File: config.mk
export PLATFORM = sky130hd
export DESIGN_NAME = bip_control
export DESIGN_NICKNAME = d
export VERILOG_FILES = /design/src/rtl/bip_control.sv
export SDC_FILE = /design/constraint.sdc
export NUM_CORES = 1
export LEC_CHECK = 0
export ABC_AREA = 1
export BUFFER_PORTS_ARGS = -buffer_cell sky130_fd_sc_hd__buf_2
export CAP_MARGIN = 20
export CORE_MARGIN = 2
export CORE_UTILIZATION = 35
export DETAILED_ROUTE_END_ITERATION = 16
export GPL_ROUTABILITY_DRIVEN = 0
export PLACE_DENSITY = 0.68
export SLEW_MARGIN = 20
export SYNTH_ARGS = -nofsm -noshare
export SYNTH_HDL_FRONTEND = slang
export SYNTH_SLANG_ARGS = --single-unit
File: constraint.sdc
create_clock -name i_clock -period 1.7 [get_ports i_clock]
set_input_delay 0 -clock i_clock [delete_from_list [all_inputs] [get_ports i_clock]]
set_output_delay 0 -clock i_clock [all_outputs]
set_load 0.01 [all_outputs]
File: src/rtl/bip_control.sv
// BIP control unit: PC, instruction fetch/IR latch, decode to accumulator selects and RAM strobes; 3 or 4 cycles per instruction, i_valid=0 freezes.
// Define BIP_CYCLE_COUNT_EN to add the o_cycle_count port (active, non-halted cycles).
module bip_control #(
  parameter int NB_DATA            = 16,
  parameter int NB_OPCODE          = 5,
  parameter int NB_OPERAND         = 11,
  parameter int LOG2_N_INSMEM_ADDR = 11,
  parameter int LOG2_N_DATA_ADDR   = 10,
  parameter int NB_SEL_A           = 2
) (
  input  logic                          i_clock,
  input  logic                          i_reset,
  input  logic                          i_valid,
  input  logic [NB_DATA-1:0]            i_instruction,
  output logic [LOG2_N_INSMEM_ADDR-1:0] o_pc,
  output logic [NB_OPERAND-1:0]         o_operand,
  output logic [LOG2_N_DATA_ADDR-1:0]   o_data_addr,
  output logic                          o_rd_ram,
  output logic                          o_wr_ram,
  output logic [NB_SEL_A-1:0]           o_sel_a,
  output logic                          o_sel_b,
  output logic                          o_op_code,
  output logic                          o_wr_acc,
  output logic                          o_halt
`ifdef BIP_CYCLE_COUNT_EN
  ,
  output logic [31:0]                   o_cycle_count
`endif
);

  typedef enum logic [2:0] {FETCH, DECODE, EXEC, MEM, HALT} state_t;

  localparam logic [NB_OPCODE-1:0] OP_HLT  = 5'b00000;
  localparam logic [NB_OPCODE-1:0] OP_STO  = 5'b00001;
  localparam logic [NB_OPCODE-1:0] OP_LD   = 5'b00010;
  localparam logic [NB_OPCODE-1:0] OP_LDI  = 5'b00011;
  localparam logic [NB_OPCODE-1:0] OP_ADD  = 5'b00100;
  localparam logic [NB_OPCODE-1:0] OP_ADDI = 5'b00101;
  localparam logic [NB_OPCODE-1:0] OP_SUB  = 5'b00110;
  localparam logic [NB_OPCODE-1:0] OP_SUBI = 5'b00111;

  localparam logic [NB_SEL_A-1:0] SEL_RAM = 2'b00;
  localparam logic [NB_SEL_A-1:0] SEL_IMM = 2'b01;
  localparam logic [NB_SEL_A-1:0] SEL_ALU = 2'b10;

  state_t                          state;
  state_t                          next_state;
  logic [LOG2_N_INSMEM_ADDR-1:0]   pc;
  logic [NB_DATA-1:0]              ir;
  logic [NB_OPCODE-1:0]            opcode;
  logic                            mem_op;
  logic                            rd_ram;
  logic                            wr_ram;
  logic                            wr_acc;

  assign opcode = ir[NB_DATA-1 -: NB_OPCODE];
  assign mem_op = (opcode == OP_LD) || (opcode == OP_ADD) || (opcode == OP_SUB);

  // state register plus the PC/IR it sequences
  always_ff @(posedge i_clock or posedge i_reset) begin
    if (i_reset) begin
      state <= FETCH;
      pc    <= '0;
      ir    <= '0;
    end else if (i_valid) begin
      state <= next_state;
      if (state == DECODE)
        ir <= i_instruction;
      if (state == EXEC && opcode != OP_HLT)
        pc <= pc + LOG2_N_INSMEM_ADDR'(1);
    end
  end

  always_comb begin
    next_state = state;
    case (state)
      FETCH:   next_state = DECODE;
      DECODE:  next_state = EXEC;
      EXEC: begin
        if (opcode == OP_HLT)
          next_state = HALT;
        else if (mem_op)
          next_state = MEM;
        else
          next_state = FETCH;
      end
      MEM:     next_state = FETCH;
      HALT:    next_state = HALT;
      default: next_state = FETCH;
    endcase
  end

  always_comb begin
    rd_ram    = 1'b0;
    wr_ram    = 1'b0;
    wr_acc    = 1'b0;
    o_sel_a   = SEL_RAM;
    o_sel_b   = 1'b0;
    o_op_code = 1'b0;
    o_halt    = 1'b0;
    case (state)
      EXEC: begin
        case (opcode)
          OP_STO: wr_ram = 1'b1;
          OP_LD, OP_ADD, OP_SUB: rd_ram = 1'b1;
          OP_LDI: begin
            o_sel_a = SEL_IMM;
            wr_acc  = 1'b1;
          end
          OP_ADDI: begin
            o_sel_a   = SEL_ALU;
            o_sel_b   = 1'b1;
            o_op_code = 1'b1;
            wr_acc    = 1'b1;
          end
          OP_SUBI: begin
            o_sel_a = SEL_ALU;
            o_sel_b = 1'b1;
            wr_acc  = 1'b1;
          end
          default: ;
        endcase
      end
      // RAM read data arrives this cycle; keep the read and address up
      MEM: begin
        rd_ram = 1'b1;
        wr_acc = 1'b1;
        case (opcode)
          OP_ADD: begin
            o_sel_a   = SEL_ALU;
            o_op_code = 1'b1;
          end
          OP_SUB:  o_sel_a = SEL_ALU;
          default: o_sel_a = SEL_RAM;
        endcase
      end
      HALT:    o_halt = 1'b1;
      default: ;
    endcase
  end

  assign o_rd_ram    = rd_ram & i_valid;
  assign o_wr_ram    = wr_ram & i_valid;
  assign o_wr_acc    = wr_acc & i_valid;
  assign o_pc        = pc;
  assign o_operand   = ir[NB_OPERAND-1:0];
  assign o_data_addr = ir[LOG2_N_DATA_ADDR-1:0];

`ifdef BIP_CYCLE_COUNT_EN
  always_ff @(posedge i_clock or posedge i_reset) begin
    if (i_reset)
      o_cycle_count <= '0;
    else if (i_valid && state != HALT)
      o_cycle_count <= o_cycle_count + 32'd1;
  end
`endif

endmodule
Word-level counts from Yosys, hierarchy flattened
Index checks and enable logic that the tools add are counted.
W data, S select, Z words.
Word-level totals
  bits in registers: 30
  bits of input ports: 19
  output and inout bits: 40
  logic and storage cells: 48
Operators by class
  add/sub/neg operators: 1
  equal/unequal tests: 11
  muxes and demuxes: 18
  bitwise logic cells: 3
  reduce and logical (&&, ||, !) cells: 12
Operator list (number)
  $eq A5 B3 Y1 const B: 4
  $pmux W3 S4: 1
  $add A11 B1 Y11 const B: 1
  $eq A5 B2 Y1 const B: 2
  $mux W1: 9
  $pmux W2 S2: 2
  $eq A3 B2 Y1 const B: 2
  $pmux W1 S2: 3
  $reduce_or A3 Y1: 2
  $eq A5 B1 Y1 const B: 1
  $logic_not A5 Y1: 1
  $reduce_bool A5 Y1: 1
  $mux W2: 2
  $reduce_and A2 Y1: 2
  $reduce_or A2 Y1: 2
  $and A1 B1 Y1: 3
  $eq A3 B1 Y1 const B: 1
  $eq A3 B3 Y1 const B: 1
  $logic_not A3 Y1: 1
  $mux W3: 1
  $logic_or A1 B1 Y1: 2
  $logic_and A1 B1 Y1: 1

Longest topological paths before layout
Gate-level depths: netlist (run 1).
  depth after elaboration: 6
  gate-level depth with buffers: 8

Least setup slack after synthesis (run 1)
OpenSTA, ideal clock, no wires.
  path kind: register to register
  start: register pc[0], in the netlist o_pc[0]
  end: register pc[8], in the netlist o_pc[8]
  setup time: 0.117 ns
  arrival time: 1.185 ns
  required time: 1.583 ns
  setup slack: 0.399 ns
  cell stages (with the launch flop): 9
  path buffers: 0
  cells stage by stage: dfrtp_1 ha_1 inv_1 nor2_1 nand3_1 nand2_1 nand2_1 nand2_1 nand2_1
Between the ends
  word-level cells in the longest chain between the ends: 1
RTL lines
  start: declaration: RTL line 48  | logic [LOG2_N_INSMEM_ADDR-1:0] pc;
  start signal: assignment: RTL line 70  | pc <= pc + LOG2_N_INSMEM_ADDR'(1);
  $add A11 B1 Y11: RTL line 70
Every way passes these cells.
A chain may end at the register's enable or synchronous reset.

Final worst setup path (run 1)
  start: register state[2]
  end: output o_sel_a[1]
Between the ends
  word-level cells in the longest chain between the ends: 2
RTL lines
  start: declaration: RTL line 46  | state_t state;
  start signal: assignment: RTL line 66  | state <= next_state;
  $eq A3 B2 Y1: RTL line 101  | case (state)
  $pmux W2 S2 (*): RTL line 101
  end: declaration: RTL line 20  | output logic [NB_SEL_A-1:0] o_sel_a,
Every way passes the cells marked *; elsewhere a longest branch is shown, timed or not.

==> results of run 1 <==
==> cell usage after synthesis <==
cell and n:
a21oi_1 6, a21oi_2 4, buf_4 21, buf_6 4
clkinv_2 1, dfrtp_1 30, ha_1 1, inv_1 29
inv_2 5, nand2_1 61, nand2_2 9, nand3_1 4
nand3_2 2, nand4_1 4, nor2_1 17, nor2_2 5
nor2_4 2, nor3_1 1, nor4_1 2, o21ai_0 2
o21ai_1 1, o21ai_2 13, o21ai_4 1, xnor2_1 1
xor2_1 6
==> how the worst min path moves through the flow <==
| stage | startpoint | end | slack, ps | depth (start not counted) |
|---|---|---|---|---|
| finish | i_reset | ir[8] | 340 | 4 |
| global route | i_reset | o_pc[3] | 390 | 4 |
| CTS | i_reset | o_pc[3] | 350 | 4 |
| detailed placement | i_reset | ir[9] | 110 | 3 |
| global placement | i_reset | ir[10] | 100 | 3 |
| floorplan | i_reset | ir[0] | 90 | 1 |
==> cell families (layout without fill, tap and decap cells) <==
| family | Yosys count | count (layout) | share of synthesized area [%] |
|---|---|---|---|
| and+or+nand+nor | 107 | 107 | 26.2 |
| buffers and inverters | 60 | 122 | 18.1 |
| xor gates and xnor gates | 7 | 7 | 3.30 |
| adders and majority gates | 1 | 1 | 0.674 |
| AOI/OAI and AO/OA | 27 | 27 | 11.3 |
| DFF | 30 | 30 | 40.5 |
==> flip-flops by register name (all words and copies together), names as in the netlist <==
name / count
ir: 16
o_pc: 11
state: 3
==> power groups by stage <==
stage          Sequential [mW]  Clock [mW]  Combinational [mW]
3_5_place_dp              1.22           0                1.37
3_3_place_gp              1.21           0                1.34
2_1_floorplan             1.20           0                1.26
4_1_cts                   1.21       0.564                1.40
5_1_grt                   1.25       0.582                1.54
6_report                  1.21       0.532                1.39
==> area by class of cell <==
| type | instances | area share [%] |
|---|---|---|
| clock inverters | 2 | 0.430 |
| repair buffers | 80 | 21.5 |
| flip-flops and latches | 30 | 32.3 |
| multi-input cells | 142 | 33.4 |
| clock buffers | 5 | 2.96 |
| inverters | 35 | 5.70 |
| well taps | 70 | 3.77 |
==> per-stage QoR <==
| step | power [mW] | util [%] | setup slack (ps) | cells | hold slack (ps) |
|---|---|---|---|---|---|
| detailed placement | 2.59 | 40.3 | 318 | 339 | 107 |
| global placement | 2.55 | 40.3 | 341 | 339 | 99.6 |
| CTS | 3.18 | 45.4 | 72.4 | 364 | 353 |
| floorplan | 2.46 | - | 399 | 232 | 90.8 |
| global route | 3.37 | 45.5 | 49.9 | 364 | 393 |
| finish | 3.13 | 45.5 | 140 | 364 | 345 |
==> repair_timing <==
item	4_1_cts	5_1_grt
endpoints found under the setup margin	0	1
resized for setup	0	1
hold buffers	18	0
hold endpoints to repair	48	0
==> worst reg2reg max path, cell delays in order, from the launching register on <==
cell,delay (ps)
dfrtp_1,430
ha_1,270
inv_1,60
nor2_1,210
nand3_1,110
nand2_1,70
nand2_1,50
nand2_1,50
nand2_1,40
==> routing by layer <==
metal  routed length, µm  up-vias
met5                   0        -
met1                1750      725
met2                1910       36
li1                    -      812
met3                 162        4
met4                  34        0
==> impl_metrics.py, run 1 <==
metrics = {
    "sta": {
        "rsz0062_at_grt": "no",
        "skew_ps": 7.94,
        "setup_tns_ps": 0,
        "hold_viol": 0,
        "final_max_slew_viol_count": 0,
        "timing.final.crit_period_ps": 1560,
        "max-slew-margin-rel_pct": 73.8,
        "worst_pin_slew_ps": 392,
        "fmax_mhz": 641,
        "setup_viol": 0,
        "fin_crit_sh_pct": 91.8,
    },
    "place": {
        "post-dp-hpwl_um": 2800,
        "dpl_cell_area_um2": 2060,
        "io_buffers": 58,
    },
    "power_and_ir_drop": {
        "ir_drop_uv": 635,
        "p_clk_share_pct": 17.0,
        "p_leak_nw": 1.24,
        "switching_share_pct": 42.2,
        "intPower_mw": 1.81,
        "p_per_area_nw_per_um2": 1350,
        "combinationalPowerShare_pct": 44.3,
        "pwr-share-seq_pct": 38.7,
        "switchingPower_mw": 1.32,
    },
    "setup_path": {
        "cp_max_fo": 6,
        "cp-end-kind": "output pin",
        "timing.rr.start": "o_pc[0]",
        "r2r_end": "o_pc[8]",
        "cp_data_arrival_time_ps": 1560,
        "cp-endpoint": "o_sel_a[1]",
        "startpoint_type": "flop",
        "crit_buf_inv": 2,
        "criticalPathCategory": "reg2out",
        "r2r_cells": 8,
        "rrSetupSlack_ps": 310,
        "crit_cells": 6,
        "crit_family": "flip-flops",
        "crit_start": "state[2]",
        "cpMostUsedCell": "nand2_1",
        "crit_required_ps": 1700,
        "cp_slowest_stage_delay_ps": 410,
        "critPathSlowestCell": "dfrtp_1",
        "cp_cell_sequence": "inv_2 > nand2_1 > nor2_1 > nand2_1 > a21oi_1 > buf_2",
    },
    "floorplanning": {
        "die_w_um": 76.8,
        "coreArea_um2": 5110,
        "io_pins": 59,
        "die_area_um2": 5900,
        "num_rows": 26,
        "start_util_pct": 36.3,
        "fp.dieH_um": 76.8,
    },
    "clock_network": {
        "clk_path_buf_depth": 2,
        "numCtsBuffers": 5,
        "cts_setup_buffers": 0,
        "cts_root_buf": "clkbuf_8",
        "clock_latency_ps": 280,
        "cts.clk_slew.worst_paths_ps": 60,
        "cts.sinks": 30,
        "tritoncts": "yes",
        "cts_max_level": 2,
    },
    "cells_and_area": {
        "antennaDiodeCount": 0,
        "design_area_um2": 2330,
        "layout.area.seq_um2": 751,
        "nets": 314,
        "final_cell_mix": "nand2_1 (61), buf_2 (58), dfrtp_1 (30), inv_1 (29), dlygate4sd3_1 (18)",
        "mostFrequentLayoutCell": "nand2_1",
        "num-fill-cells": 536,
        "multi_input_area_um2": 776,
        "drive_gt1_share_pct": 38.1,
        "area_delta_synth_final_pct": 25.4,
    },
    "yosys": {
        "synth_cell_type_count": 25,
        "ys_seq_area_share_pct": 40.5,
        "yosys_warnings": 0,
        "synth.top_cell.area_share_pct": 40.5,
        "syn_area_um2": 1860,
        "yosysTopAreaCell": "dfrtp_1",
        "ys_ff_latch": 30,
        "synth.top_cells.by_area": "dfrtp_1 (40%), nand2_1 (12%), buf_4 (8.5%)",
        "syn_avg_cell_area_um2": 8.00,
        "synth_cells": 232,
        "synthesis.nets": 252,
    },
    "global_route": {
        "top_usage_layer": "met2",
        "grt_pass1_vias": 1471,
        "grt_usage_pct": 13.4,
        "grt_max_degree": 31,
        "grt_use_met3_pct": 3.53,
        "met1_usage_pct": 15.9,
        "overflow": 0,
        "antenna_found_initial": 0,
        "use_met2_pct": 23.2,
        "grt_pass1_wl_um": 6440,
    },
    "run_status": {
        "status": "finished, final reports clean",
    },
    "min_path": {
        "hold_path.class": "in2async",
    },
    "route": {
        "drt-total-wl_um": 3860,
        "drc": 0,
        "drt_pass1_iterations": 4,
        "wire_per_inst_um": 10.6,
        "drt_iter0_drc": 49,
        "via_count": 1577,
        "antenna_left": 0,
        "via_per_inst": 4.33,
    },
    "run": {
        "cap_violations": 0,
    },
}
No activity file was read; power rests on OpenSTA's default activity.
==> run 2, diff against run 1 <==
- BUFFER_PORTS_ARGS: -buffer_cell sky130_fd_sc_hd__buf_2 -> not set
- DONT_BUFFER_PORTS: not set -> 1
- GPL_ROUTABILITY_DRIVEN: 0 -> not set
- PLACE_DENSITY: 0.68 -> 0.59
==> run 2 against run 1 <==
Setup slack better by 64 ps. Non-clock buffer count down 58. Largest cell class unchanged. Power down 4.1%. First-iteration DRC count up 8.2%.
==> impl_metrics.py, run 2 (same netlist as run 1, synthesis figures left out) <==
metrics = {
    "run_status": {
        "status": "finished, final reports clean",
    },
    "min_path": {
        "hold_path.class": "in2reg",
        "hold_depth": 3,
    },
    "clock_network": {
        "cts.sinks": 30,
        "cts_max_level": 2,
        "clock_latency_ps": 280,
        "tritoncts": "yes",
        "clk_path_buf_depth": 2,
        "cts_root_buf": "clkbuf_8",
        "cts_setup_buffers": 0,
        "cts.clk_slew.worst_paths_ps": 60,
        "numCtsBuffers": 5,
    },
    "setup_path": {
        "criticalPathCategory": "reg2out",
        "startpoint_type": "flop",
        "cp_max_fo": 6,
        "crit_required_ps": 1700,
        "cp-end-kind": "output pin",
        "r2r_cells": 8,
        "cp_data_arrival_time_ps": 1500,
    },
    "global_route": {
        "grt_usage_pct": 12.7,
        "grt_pass1_wl_um": 6020,
        "overflow": 0,
        "antenna_found_initial": 0,
        "grt_max_degree": 33,
        "grt_pass1_vias": 1362,
    },
    "place": {
        "place_congestion": 0.821,
        "io_buffers": 0,
        "dpl_cell_area_um2": 1780,
        "post-dp-hpwl_um": 2490,
    },
    "sta": {
        "setup_tns_ps": 0,
        "fin_crit_sh_pct": 88.0,
        "worst_hold_slack_ps": 217,
        "final_max_slew_viol_count": 0,
        "skew_ps": 2.37,
        "hold_viol": 0,
        "setup_viol": 0,
        "worst_pin_slew_ps": 661,
        "fmax_mhz": 668,
        "rsz0062_at_grt": "no",
        "timing.final.crit_period_ps": 1500,
        "max-slew-margin-rel_pct": 55.9,
    },
    "cells_and_area": {
        "nets": 256,
        "largest_register": "ir",
        "mostFrequentLayoutCell": "nand2_1",
        "largest_reg_flops": 16,
        "area_delta_synth_final_pct": 12.1,
        "antennaDiodeCount": 0,
        "drive_gt1_share_pct": 23.2,
        "num-fill-cells": 529,
        "design_area_um2": 2080,
        "final_cell_mix": "nand2_1 (61), dfrtp_1 (30), inv_1 (29), dlygate4sd3_1 (18), nor2_1 (17)",
    },
    "power_and_ir_drop": {
        "design_power_total_mw": 3.00,
        "p_leak_nw": 0.992,
        "ir_drop_uv": 704,
        "p_per_area_nw_per_um2": 1440,
    },
    "floorplanning": {
        "coreArea_um2": 5110,
        "die_area_um2": 5900,
        "die_w_um": 76.8,
        "num_rows": 26,
        "start_util_pct": 36.3,
        "fp.dieH_um": 76.8,
        "io_pins": 59,
    },
    "route": {
        "antenna_left": 0,
        "via_per_inst": 4.38,
        "drc": 0,
        "drt-total-wl_um": 3590,
        "drt_iter0_drc": 53,
        "via_count": 1346,
        "drt_pass1_iterations": 4,
        "wire_per_inst_um": 11.7,
    },
    "run": {
        "cap_violations": 0,
    },
}
## run 2: changes by cell type in the layout (fill, tap and decap cells not counted)
| cell | before | now |
|---|---|---|
| buf_12 | 0 | 1 |
| buf_2 | 58 | 0 |
| buf_4 | 4 | 3 |
| clkbuf_8 | 5 | 8 |
| clkinv_2 | 3 | 1 |
## run 2: path summary, 6_finish.rpt
kind                       slack [ps]  startpoint         to
setup reg to reg                  260     o_pc[0]    o_pc[8]
hold reg to reg                   550    state[2]   state[2]
setup / recovery                  200    state[2]  o_op_code
max in group asynchronous         940     i_reset    o_pc[3]
hold / removal                    220     i_valid     ir[14]
min in group asynchronous         250     i_reset     ir[10]
## run 2: cell type report
| class | count | area [µm²] | area share, % |
|---|---|---|---|
| Multi-Input combinational cell | 142 | 776 | 37.3 |
| Sequential cell | 30 | 751 | 36.1 |
| Inverter | 35 | 133 | 6.38 |
| Tap cell | 70 | 87.6 | 4.21 |
| Timing Repair Buffer | 22 | 223 | 10.7 |
| Clock buffer | 8 | 110 | 5.29 |
## run 2: critical path, stage by stage (launching register included)
cell and delay, ps:
dfrtp_1 410, inv_2 120, nand2_1 90, nor2_1 170, a21oi_1 100, nor3_1 320
## run 2: what timing repair did
item	CTS	global route
resized for setup	0	1
endpoints found under the setup margin	0	1
hold endpoints to repair	33	0
hold buffers	18	0
## run 2: metal layers
layer | routed length, µm | track usage [%] | up-vias
li1 | - | - | 698
met1 | 1650 | 14.9 | 606
met2 | 1680 | 21.1 | 37
met3 | 228 | 4.71 | 5
met4 | 31 | 4.73 | 0
met5 | 0 | 0 | -
## run 2: through the flow
stage	utilization [%]	worst slack (ps)	cells
floorplan	-	399	232
global placement	34.9	303	281
detailed placement	34.9	262	281
CTS	40.6	96.3	307
global route	40.7	98.8	307
finish	40.7	204	307
## run 2: where the power goes
group	total, mW	leakage, nW	switching, mW	internal (mW)
Sequential	1.39	0.380	0.427	0.961
Clock	0.679	0.0575	0.270	0.409
Combinational	0.935	0.555	0.573	0.362
==> run 3, diff against run 2 <==
- clock period: 1.7 -> 1.5 ns (I/O delays scaled with it)
==> run 3 against run 2 <==
Non-clock buffer count increased by 11. Register-to-register slack lost 130 ps. Via count grew 4.3%. Critical path depth decreased by 1. Utilization increased by 1.9 points.
==> impl_metrics.py, run 3 (same netlist as run 1, synthesis figures left out) <==
metrics = {
    "clock_network": {
        "cts_root_buf": "clkbuf_8",
        "numCtsBuffers": 5,
        "cts.clk_slew.worst_paths_ps": 60,
        "clk_path_buf_depth": 2,
        "tritoncts": "yes",
        "cts_max_level": 2,
        "cts.sinks": 30,
        "clock_latency_ps": 270,
    },
    "power_and_ir_drop": {
        "design_power_total_mw": 3.42,
        "p_leak_nw": 1.04,
        "p_per_area_nw_per_um2": 1570,
        "ir_drop_uv": 680,
    },
    "route": {
        "drc": 0,
        "drt_pass1_iterations": 4,
        "via_count": 1404,
        "via_per_inst": 4.43,
        "drt-total-wl_um": 3670,
        "drt_iter0_drc": 57,
        "wire_per_inst_um": 11.6,
        "antenna_left": 0,
    },
    "sta": {
        "fin_crit_sh_pct": 91.8,
        "rsz0062_at_grt": "no",
        "setup_viol": 0,
        "final_max_slew_viol_count": 0,
        "timing.final.crit_period_ps": 1380,
        "fmax_mhz": 726,
        "worst_pin_slew_ps": 482,
        "hold_viol": 0,
        "skew_ps": 4.35,
        "max-slew-margin-rel_pct": 67.9,
        "final.setup.worst_slack_ps": 123,
        "setup_tns_ps": 0,
    },
    "setup_path": {
        "crit_family": "flip-flops",
        "startpoint_type": "flop",
        "timing.rr.start": "ir[14]",
        "criticalPathCategory": "reg2out",
        "critPathSlowestCell": "dfrtp_1",
        "crit_required_ps": 1500,
        "cp_slowest_stage_delay_ps": 420,
        "crit_buf_inv": 1,
        "cp_cell_sequence": "inv_1 > a21oi_1 > nand3_1 > a21oi_2",
        "cp-end-kind": "output pin",
        "rrSetupSlack_ps": 130,
        "cp_data_arrival_time_ps": 1380,
        "cp_max_fo": 3,
        "r2r_end": "o_pc[3]",
        "r2r_cells": 6,
    },
    "cells_and_area": {
        "antennaDiodeCount": 0,
        "area_delta_synth_final_pct": 17.3,
        "num-fill-cells": 536,
        "largest_register": "ir",
        "mostFrequentLayoutCell": "nand2_1",
        "drive_gt1_share_pct": 29.1,
        "nets": 267,
        "multi_input_area_um2": 808,
        "largest_reg_flops": 16,
        "layout.area.seq_um2": 753,
        "final_cell_mix": "nand2_1 (60), inv_1 (28), dfrtp_1 (28), dlygate4sd3_1 (18), nor2_1 (16)",
    },
    "floorplanning": {
        "die_w_um": 76.8,
        "die_area_um2": 5900,
        "fp.dieH_um": 76.8,
        "io_pins": 59,
        "start_util_pct": 36.3,
        "coreArea_um2": 5110,
        "num_rows": 26,
    },
    "global_route": {
        "grt_max_degree": 33,
        "grt_pass1_wl_um": 6020,
        "antenna_found_initial": 0,
        "grt_usage_pct": 12.8,
        "overflow": 0,
        "grt_pass1_vias": 1250,
    },
    "place": {
        "place_congestion": 0.803,
        "post-dp-hpwl_um": 2590,
        "io_buffers": 0,
        "pre_cts_slack_ps": 147,
    },
    "min_path": {
        "hold_start": "i_valid",
        "hold_path.class": "in2reg",
        "holdPathEnd": "ir[7]",
        "hold_depth": 3,
    },
    "run_status": {
        "status": "finished, final reports clean",
    },
    "run": {
        "cap_violations": 0,
    },
}
[run 3: cell types whose count changed in the layout (fill, tap and decap cells not counted), sizes merged]
cell and delta:
buf +11, clkbuf -1
[run 3: report_power, final]
part	switching (mW)	total, mW	internal [mW]
Clock	0.272	0.590	0.319
Sequential	0.473	1.57	1.10
Combinational	0.747	1.26	0.510
Total	1.49	3.42	1.92
[run 3: final cells by class]
| cell class | count | share of cell area [%] |
|---|---|---|
| clock buffers | 7 | 3.51 |
| inverters | 35 | 6.10 |
| multi-input cells | 142 | 37.1 |
| flip-flops and latches | 30 | 34.6 |
| well taps | 70 | 4.03 |
| repair buffers | 33 | 14.6 |
[run 3: metal layers]
layer / global-route usage [%] / up-vias / wire length (µm)
met3: 4.82 / 4 / 187
met5: 0 / - / 0
li1: - / 720 / -
met2: 18.9 / 31 / 1730
met4: 3.82 / 0 / 31
met1: 17.4 / 649 / 1730
[run 3: worst max-delay path by stage]
stage,start,end,slack [ps],cells past startpoint
after floorplan,o_pc[0],o_pc[8],200,8
after global placement,o_pc[0],o_pc[8],180,8
after detailed placement,o_pc[0],o_pc[8],150,8
after CTS,state[2],o_sel_a[0],2,6
after global routing,state[2],o_op_code,0.3,6
final,ir[13],o_rd_ram,120,4
[run 3: stage by stage]
stage / cell area, µm² / utilization, % / std cells / hold slack [ps]
finish: 2180 / 42.6 / 317 / 132
global route: 2180 / 42.6 / 317 / 136
CTS: 2160 / 42.3 / 317 / 116
detailed placement: 1840 / 36.0 / 287 / -37.7
global placement: 1840 / 36.0 / 287 / -59.7
floorplan: 1860 / - / 232 / 90.8
[run 3: what timing repair did]
item,CTS,global route
pin swaps,2,2
hold buffers,18,0
endpoints found under the hold margin,29,0
endpoints found under the setup margin,2,6
resized for setup,5,6
gates cloned,0,0
setup buffers,5,0
[run 3: worst register-to-register path, stage by stage, from the launching register on]
cell and delay (ps):
dfrtp_1 450, nor2_2 100, nand2_1 130, o21ai_4 280
buf_4 240, nand2_2 50, nand2_1 60
